### src/rtl/row_compressor_pkg.sv
// Shared constants and FSM encoding for the row run-length compressor and its
// decompressor counterpart.
package row_compressor_pkg;

  localparam int SECTION_SIZE = 4;
  localparam int ROW_SIZE     = 16;
  localparam int NUM_SECTIONS = ROW_SIZE / SECTION_SIZE;
  localparam int MAX_RUN      = (1 << SECTION_SIZE) - 1;
  localparam int RUN_W        = SECTION_SIZE + 1;
  localparam int COUNT_W      = $clog2(ROW_SIZE * 2) + 1;

  typedef enum logic [1:0] {
    IDLE,
    SCAN,
    FLUSH,
    DONE
  } state_e;

endpackage

### src/rtl/row_compressor_section_packer.sv
// Packs run-length sections into the compressed word; writes past the last
// section are dropped but still counted.
module section_packer #(
  parameter int sectionSize = 4,
  parameter int rowSize     = 16,
  parameter int countW      = 6
) (
  input  logic                   clk,
  input  logic                   rst,
  input  logic                   clear,
  input  logic [1:0]             wr_num,
  input  logic [sectionSize-1:0] sec_a,
  input  logic [sectionSize-1:0] sec_b,
  input  logic                   trunc,
  input  logic [countW-1:0]      trunc_idx,
  output logic [rowSize-1:0]     data,
  output logic [countW-1:0]      count
);

  localparam int NumSections = rowSize / sectionSize;

  logic [rowSize-1:0] data_next;
  logic [countW-1:0]  count_next;

  // NOTE: every signal assigned in always_comb gets a default first, so no
  // path through the block can leave it unassigned and infer a latch.
  always_comb begin
    data_next  = data;
    count_next = count;
    if (clear) begin
      data_next  = '0;
      count_next = '0;
    end else if (trunc) begin
      for (int i = 0; i < NumSections; i++) begin
        if (i >= int'(trunc_idx)) data_next[i*sectionSize +: sectionSize] = '0;
      end
      count_next = trunc_idx;
    end else begin
      // Sections beyond capacity fall through the loop and are dropped.
      for (int i = 0; i < NumSections; i++) begin
        if (wr_num != 2'd0 && int'(count) == i)
          data_next[i*sectionSize +: sectionSize] = sec_a;
        if (wr_num == 2'd2 && int'(count) + 1 == i)
          data_next[i*sectionSize +: sectionSize] = sec_b;
      end
      count_next = count + countW'(wr_num);
    end
  end

  // NOTE: sequential state uses non-blocking assignments so every register
  // samples pre-edge values regardless of block ordering.
  always_ff @(posedge clk) begin
    if (rst) begin
      data  <= '0;
      count <= '0;
    end else begin
      data  <= data_next;
      count <= count_next;
    end
  end

endmodule

### src/rtl/row_compressor.sv
// Run-length encoder for one feature-map row: scans LSB-first, one bit per
// clock, and emits alternating 0/1 run lengths into fixed-width sections.
module row_compressor
  import row_compressor_pkg::*;
#(
  parameter int sectionSize = SECTION_SIZE,
  parameter int rowSize     = ROW_SIZE
) (
  input  logic                        clk,
  input  logic                        rst,
  input  logic                        start,
  input  logic [rowSize-1:0]          rawData,
  output logic                        busy,
  output logic                        done,
  output logic [rowSize-1:0]          compressedData,
  output logic [$clog2(rowSize*2):0]  sectionCount,
  output logic                        overflow
);

  localparam int NumSections = rowSize / sectionSize;
  localparam int RunW        = sectionSize + 1;
  localparam int CountW      = $clog2(rowSize * 2) + 1;
  localparam int BitW        = $clog2(rowSize);
  localparam logic [RunW-1:0] RunMax  = RunW'((1 << sectionSize) - 1);
  localparam logic [BitW-1:0] LastBit = BitW'(rowSize - 1);

  state_e                   state, state_next;
  logic [rowSize-1:0]       shift;
  logic [RunW-1:0]          run;
  logic                     digit;
  logic [CountW-1:0]        zero_start;
  logic [BitW-1:0]          bit_idx;
  logic                     overflow_r;

  logic                     clear;
  logic [1:0]               wr_num;
  logic [sectionSize-1:0]   sec_a, sec_b;
  logic                     trunc;
  logic [CountW-1:0]        count;
  logic [CountW-1:0]        final_count;

  section_packer #(
    .sectionSize (sectionSize),
    .rowSize     (rowSize),
    .countW      (CountW)
  ) u_packer (
    .clk       (clk),
    .rst       (rst),
    .clear     (clear),
    .wr_num    (wr_num),
    .sec_a     (sec_a),
    .sec_b     (sec_b),
    .trunc     (trunc),
    .trunc_idx (zero_start),
    .data      (compressedData),
    .count     (count)
  );

  always_ff @(posedge clk) begin
    if (rst) state <= IDLE;
    else     state <= state_next;
  end

  always_comb begin
    state_next  = state;
    clear       = 1'b0;
    wr_num      = 2'd0;
    sec_a       = '0;
    sec_b       = '0;
    trunc       = 1'b0;
    final_count = digit ? count + CountW'(1) : zero_start;
    unique case (state)
      IDLE: begin
        if (start) begin
          clear      = 1'b1;
          state_next = SCAN;
        end
      end
      SCAN: begin
        if (shift[0] != digit) begin
          wr_num = 2'd1;
          sec_a  = run[sectionSize-1:0];
        end else if (run == RunMax) begin
          // Saturated run: close it and insert an empty opposite-digit run.
          wr_num = 2'd2;
          sec_a  = RunMax[sectionSize-1:0];
        end
        if (bit_idx == LastBit) state_next = FLUSH;
      end
      FLUSH: begin
        if (digit) begin
          wr_num = 2'd1;
          sec_a  = run[sectionSize-1:0];
        end else begin
          trunc = 1'b1;
        end
        state_next = DONE;
      end
      DONE:    state_next = IDLE;
      default: state_next = IDLE;
    endcase
  end

  always_ff @(posedge clk) begin
    if (rst) begin
      shift      <= '0;
      run        <= '0;
      digit      <= 1'b0;
      zero_start <= '0;
      bit_idx    <= '0;
      overflow_r <= 1'b0;
    end else begin
      unique case (state)
        IDLE: begin
          if (start) begin
            shift      <= rawData;
            run        <= '0;
            digit      <= 1'b0;
            zero_start <= '0;
            bit_idx    <= '0;
            overflow_r <= 1'b0;
          end
        end
        SCAN: begin
          shift   <= shift >> 1;
          bit_idx <= bit_idx + BitW'(1);
          if (shift[0] != digit) begin
            digit <= shift[0];
            run   <= RunW'(1);
            // A new 0-run starts right after the section just written.
            if (!shift[0]) zero_start <= count + CountW'(1);
          end else if (run == RunMax) begin
            run <= RunW'(1);
          end else begin
            run <= run + RunW'(1);
          end
        end
        FLUSH:   overflow_r <= final_count > CountW'(NumSections);
        default: ;
      endcase
    end
  end

  assign busy         = (state == SCAN) || (state == FLUSH);
  assign done         = (state == DONE);
  assign sectionCount = count;
  assign overflow     = overflow_r;

endmodule

### config.mk
export PLATFORM = sky130hd
export DESIGN_NAME = row_compressor
export DESIGN_NICKNAME = d
export VERILOG_FILES = /design/src/rtl/row_compressor_pkg.sv /design/src/rtl/row_compressor_section_packer.sv /design/src/rtl/row_compressor.sv
export SDC_FILE = /design/constraint.sdc
export NUM_CORES = 1
export LEC_CHECK = 0
export BUFFER_PORTS_ARGS = -buffer_cell sky130_fd_sc_hd__clkbuf_2
export CORE_MARGIN = 2
export CORE_UTILIZATION = 28
export DETAILED_ROUTE_END_ITERATION = 6
export GPL_ROUTABILITY_DRIVEN = 0
export SLEW_MARGIN = 20
export SYNTH_ARGS = -nofsm -noshare
export SYNTH_HDL_FRONTEND = slang
export SYNTH_SLANG_ARGS = --single-unit
### constraint.sdc
create_clock -name clk -period 6.2 [get_ports clk]
set_input_delay 1.86 -clock clk [delete_from_list [all_inputs] [get_ports clk]]
set_output_delay 1.86 -clock clk [all_outputs]
set_load 0.03 [all_outputs]
==> results of run 1 <==
-- cells in the mapped netlist (all sizes together), types with 2 or more instances --
cell type  number
a211oi         19
a21oi          19
a22o            8
a22oi           7
a31oi           4
a32oi           2
and4            3
buf             6
clkbuf         12
dfxtp          57
ha             13
inv            15
mux2i          10
nand2          32
nand2b          5
nand3          11
nand4           4
nor2           58
nor2b           2
nor3            9
nor4            2
nor4b           2
o21ai          16
o22ai           7
o32ai           2
or3             2
xnor2           6
xor2            4
-- power by group through the flow --
stage          sequential [mW]  clock (mW)  combinational (mW)
2_1_floorplan            0.489           0               0.412
3_3_place_gp             0.492           0               0.511
6_report                 0.486       0.387               0.525
5_1_grt                  0.496       0.415               0.593
3_5_place_dp             0.494           0               0.519
4_1_cts                  0.486       0.395               0.522
-- worst max-delay path: stages --
cell and delay, ns:
clkbuf_2 0.42, a21oi_1 0.73, nand2_1 0.34, o32ai_2 0.45, a22o_1 0.21
-- cell families (layout without fill, tap and decap cells) --
logic type               count (synthesis)  count (layout)  synth area share (%)
adder cells (fa/ha/maj)                 14              14                  6.13
buffers and inverters                   33              74                  4.83
AND/OR/NAND/NOR                        135             135                  22.1
multiplexers                            10              10                  3.36
flip-flops                              57              57                  38.3
AO/OA/AOI/OAI                           91              91                  22.1
XOR/XNOR                                10              10                  3.19
-- final timing paths --
kind / end / cells after the start / slack, ns
max: u_packer.data[6] / 5 / 2.47
min: u_packer.data[2] / 2 / 0.48
max reg2reg: u_packer.count[4] / 12 / 3.21
min reg2reg: u_packer.data[2] / 2 / 0.48
-- through the flow --
step / hold WS [ns] / power (mW) / setup WS [ns] / instances / area [sq um]
2_1_floorplan: 0.454 / 0.901 / 2.95 / 350 / 2980
3_5_place_dp: 0.469 / 1.01 / 2.12 / 511 / 3280
5_1_grt: 0.510 / 1.50 / 2.17 / 527 / 3510
3_3_place_gp: 0.463 / 1.00 / 2.28 / 511 / 3280
4_1_cts: 0.483 / 1.40 / 2.48 / 527 / 3500
6_report: 0.480 / 1.40 / 2.47 / 527 / 3510
-- registers in the layout (all words and copies together), names as in the netlist --
signal / flops
shift: 16
u_packer.data: 16
u_packer.count: 6
zero_start: 6
run: 5
bit_idx: 4
state: 2
digit: 1
overflow: 1
-- layout make-up --
class | instances | area [sq um]
fill | 1102 | 6810
multi-input combinational | 260 | 1710
sequential | 57 | 1140
timing repair buffer | 43 | 215
tap | 136 | 170
clock buffer | 9 | 124
clock inverter | 7 | 95.1
inverter | 15 | 58.8
-- cell usage in the layout (no fill, tap or decap), types with 5 or more instances in the layout --
master    count
xnor2_1       5
clkbuf_8      9
a21oi_1      18
inv_1        14
ha_1         12
clkbuf_2     43
a211oi_1     18
mux2i_1      10
dfxtp_1      57
nand3_1      10
nand2b_1      5
o21ai_0      12
o22ai_1       7
a22o_1        8
a22oi_1       7
nor2_1       57
nor3_1        9
nand2_1      32
-- layer usage --
metal	wire (microns)	vias up	share of wire (%)	track usage [%]
li1	-	1331	-	-
met1	3330	1204	46	17.4
met2	3360	72	46	21.5
met3	490	12	6.7	5.05
met4	91	0	1.3	3.90
met5	0	-	0	0
==> qor.csv, run 1 <==
stage;metric;value;unit
run_status;status;completed;
sta;Pins Over Slew Limit;0;
worst_setup_path;RR Startpoint;state[1];
power_and_ir_drop;Leak;1.36;nW
worst_setup_path;Setup crit end kind;flop;
final_layout;n_diodes;0;
grt;vias in the first global route;2561;
worst_setup_path;Critical Path Source;rst;
grt;largest net degree at the start of global routing;38;
final_layout;area grow syn2layout;17.9;%
logic_synthesis;ranking of synthesized cells by area;dfxtp_1 (38%), nor2_1 (7.2%), ha_1 (5.5%), a211oi_1 (4.5%), nand2_1 (4.0%);
die;num ports;44;
final_layout;post-layout util;34.0;%
power_and_ir_drop;Clk network pwr share;27.7;%
logic_synthesis;Post-synth ARST share;0;%
cts;H-tree depth;3;
sta;Fin Clk Skew;0.00910;ns
cts;CTS max path bufs;2;
logic_synthesis;yosys warns;0;
worst_setup_path;worst path arrival time;4.03;ns
logic_synthesis;register area share after synthesis;38.3;%
cts;clk_lat worst skew;0.35;ns
grt;all-layer global routing usage;13.6;%
sta;sum of negative setup slack;0;ns
sta;final hold violation count;0;
logic_synthesis;Synth Area per Inst;8.51;sq um
route;1st-iter DRT viols;165;
cts;CTS Buf Count;9;
worst_setup_path;Worst setup SP type;input pin;
logic_synthesis;Yosys top cell area share;38.3;%
cts;cts hold-fix bufs;0;
worst_setup_path;WS Path Type;input pin to flop;
logic_synthesis;Post-synth EDFFs;0;
min_path;hold path start;u_packer.data[2];
power_and_ir_drop;pwr/cell area;398;nW/um^2
route;post-route ant nets;0;
route;TritonRoute pass-1 iters;4;
grt;gr ovfl total;0;
logic_synthesis;Post-synth top flop;dfxtp_1;
route;DRC viols;0;
worst_setup_path;CP Max Fanout;37;
route;via/cell ratio;4.97;
sta;period utilisation layout;60.2;%
power_and_ir_drop;NetSw;0.565;mW
place;I/O Buffers;43;
sta;Worst Tran Pin Value;0.751;ns
cts;post-CTS resize count;0;
sta;min Tclk post-route;3.73;ns
job;Max-cap violations;0;
sta;Worst slew margin;49.9;%
final_layout;layout cell share with drive strength beyond 1;19.4;%
sta;final setup fails;0;
route;routed len/inst;13.8;microns
min_path;hold crit path type;flop to flop;
die;die width;107;microns
cts;postcts setup bufs;0;
worst_setup_path;critical path required time;6.49;ns
cts;clk slew on worst S/H paths;0.07;ns
power_and_ir_drop;internal power;0.833;mW
power_and_ir_drop;Reg power frac;34.7;%
logic_synthesis;Post-Syn Area;2980;sq um
final_layout;fin nets;419;
die;core area;10300;sq um
logic_synthesis;top cell type by total area after synthesis;dfxtp_1;
cts;CTS tree;done;
logic_synthesis;Synth Instances;350;
power_and_ir_drop;Peak VDD IR;0.202;mV
place;Final HPWL DP;5220;microns
grt;first-pass GRT wire length;12400;microns
die;# rows;37;
die;Die Y;107;microns
power_and_ir_drop;Comb pwr share;37.5;%
die;die footprint;11500;sq um
power_and_ir_drop;Sw Share;40.4;%
logic_synthesis;syn nets;383;
die;Initial Utilization;28.9;%
sta;RSZ-0062 raised after global routing;no;
sta;Max Freq;268;MHz
logic_synthesis;#FFs+latches synth;57;
cts;CTS Sinks;57;
route;via count;2619;
cts;Clock Root Buffer;clkbuf_8;
grt;initial antenna violation count;0;
logic_synthesis;Yosys cell types;54;
route;DRT Wirelength;7280;microns
(Power assumes the default switching activity.)
==> run 2, diff against run 1 <==
clock period = 3.9 ns   (was 6.2 ns; I/O delays follow)
==> run 2 against run 1 <==
Compared with the run above:
- sequential power rose by 59%
- critical path depth rose by 7
- hold slack got worse by 0.025 ns
- final cell count rose by 0.38%
- clock power rose by 54%
- flip-flop and latch count did not move
- worst setup slack got worse by 1.3 ns
- clock skew fell by 0.0038 ns
- combinational power rose by 62%
- register-to-register slack got worse by 2.0 ns
- sequential share of layout area fell by 0.14 points
- highest routed layer unchanged
==> qor.csv, run 2 (synthesized netlist as in run 1, its figures left out) <==
stage;metric;value;unit;change
worst_setup_path;Critical Path Max Stage Delay;0.41;ns;-0.32 ns
cts;post-CTS resize count;0;;unchanged
die;# rows;37;;unchanged
worst_setup_path;CP Max Fanout;7;;-81%
die;core area;10300;sq um;unchanged
final_layout;area grow syn2layout;18.4;%;
die;die width;107;microns;unchanged
route;DRC viols;0;;unchanged
sta;Worst Tran Pin Value;0.730;ns;-0.0213 ns
route;via/cell ratio;4.91;;-1.3%
grt;first-pass GRT wire length;12000;microns;-4.0%
grt;initial antenna violation count;0;;unchanged
worst_setup_path;WS Path Type;flop to flop;;
cts;clk_lat worst skew;0.34;ns;about the same
worst_setup_path;crit-path cells;inv_1, ha_1, nand2_1, a21oi_2, nor2_1, inv_1, ha_1, inv_1, fa_1, nor2_1, xnor2_1, a211oi_1;;
worst_setup_path;delay-heaviest family, CP;adder cells;;
die;num ports;44;;unchanged
cts;Clock Root Buffer;clkbuf_8;;
power_and_ir_drop;pwr/cell area;629;nW/um^2;+58%
final_layout;final instance area;3530;sq um;+0.43%
grt;largest net degree at the start of global routing;30;;-21%
sta;Worst slew margin;51.0;%;+1.1 points
sta;Hold Worst Slack;0.455;ns;-0.0255 ns
sta;min Tclk post-route;2.73;ns;
cts;CTS tree;done;;
route;post-route ant nets;0;;unchanged
sta;final hold violation count;0;;unchanged
worst_setup_path;CP max-delay cell;ha_1;;
sta;RSZ-0062 raised after global routing;no;;
cts;CTS max path bufs;2;;unchanged
grt;vias in the first global route;2502;;-2.3%
sta;Pins Over Slew Limit;0;;unchanged
route;via count;2596;;-0.88%
place;placed insts;514;;+0.59%
place;I/O Buffers;43;;unchanged
final_layout;Post-Layout Cell Count;529;;+0.38%
cts;clk slew on worst S/H paths;0.06;ns;about the same
sta;period utilisation layout;70.0;%;
route;DRT Wirelength;7120;microns;-2.2%
cts;cts hold-fix bufs;0;;unchanged
place;Post-DP Area;3310;sq um;+0.69%
final_layout;layout cell share with drive strength beyond 1;19.6;%;+0.16 points
min_path;hold crit path type;flop to flop;;
route;TritonRoute pass-1 iters;4;;unchanged
final_layout;largest registers;shift x16, u_packer.data x16;;
route;1st-iter DRT viols;124;;-25%
run_status;status;completed;;
sta;sum of negative setup slack;0;ns;unchanged
grt;all-layer global routing usage;13.1;%;-0.52 points
power_and_ir_drop;Leak;1.39;nW;+2.2%
sta;final setup fails;0;;unchanged
grt;gr ovfl total;0;;unchanged
cts;postcts setup bufs;0;;unchanged
sta;Fin Clk Skew;0.00531;ns;-0.00378 ns
worst_setup_path;Worst setup SP type;flop;;
final_layout;fin nets;422;;+0.72%
job;Max-cap violations;0;;unchanged
sta;Max Freq;366;MHz;
final_layout;n_diodes;0;;unchanged
worst_setup_path;worst path arrival time;2.98;ns;-1.05 ns
die;die footprint;11500;sq um;unchanged
die;Die Y;107;microns;unchanged
worst_setup_path;critical path required time;4.15;ns;-2.34 ns
cts;CTS Buf Count;9;;unchanged
power_and_ir_drop;Peak VDD IR;0.308;mV;+53%
cts;H-tree depth;3;;unchanged
die;Initial Utilization;28.9;%;unchanged
cts;CTS Sinks;57;;unchanged
worst_setup_path;Crit path top cell by count;inv_1;;
worst_setup_path;Setup crit end kind;flop;;
worst_setup_path;Buf+Inv Stages, Crit Path;3;;+2
place;Final HPWL DP;5300;microns;+1.6%
final_layout;commonest non-fill, non-tap cells in the layout;nor2_1 (57), dfxtp_1 (57), clkbuf_2 (43);;
route;routed len/inst;13.5;microns;-2.5%
[run 2: changes by cell type in the layout (fill, tap and decap cells not counted)]
cell	delta
clkbuf_8	+4
buf_4	+3
bufinv_16	-1
ha_2	-1
clkinvlp_4	-4
ha_1	+1
[run 2: layout make-up]
type                    instances  area [sq um]
well taps                     136           170
repair buffers                 46           238
inverters                      15          58.8
multi-input cells             260          1710
clock inverters                 2          35.0
fillers                      1083          6800
clock buffers                  13           179
flip-flops and latches         57          1140
[run 2: tightest hold or removal path, delay by kind of cell (launching register included)]
| family | cells | cell delay, ns |
|---|---|---|
| flip-flops | 1 | 0.31 |
| AND/OR/NAND/NOR | 1 | 0.05 |
| AO/OA/AOI/OAI | 1 | 0.05 |
[run 2: power breakdown]
group	switching, mW	internal, mW	total, mW
clock network	0.235	0.360	0.595
logic	0.563	0.287	0.850
registers	0.0873	0.687	0.774
[run 2: routing by layer]
| metal | vias to the layer above | routed length [microns] | global-route usage (%) |
|---|---|---|---|
| met4 | 0 | 113 | 4.82 |
| met1 | 1190 | 3320 | 16.5 |
| li1 | 1332 | - | - |
| met5 | - | 0 | 0 |
| met3 | 12 | 407 | 4.26 |
| met2 | 62 | 3280 | 20.8 |
[run 2: final timing paths]
path	start	endpoint	slack (ns)	cells past startpoint
min reg2reg	overflow	overflow	0.45	2
max reg2reg	state[0]	u_packer.count[4]	1.17	12
min	overflow	overflow	0.45	2
max	state[0]	u_packer.count[4]	1.17	12
[run 2: stage by stage]
step | util [%] | setup slack (ns) | power, mW
final | 34.2 | 1.17 | 2.22
after global routing | 34.2 | 0.965 | 2.36
after CTS | 34.1 | 1.00 | 2.23
after detailed placement | 32.0 | 1.00 | 1.62
after global placement | 32.0 | 1.08 | 1.60
after floorplan | - | 1.21 | 1.43
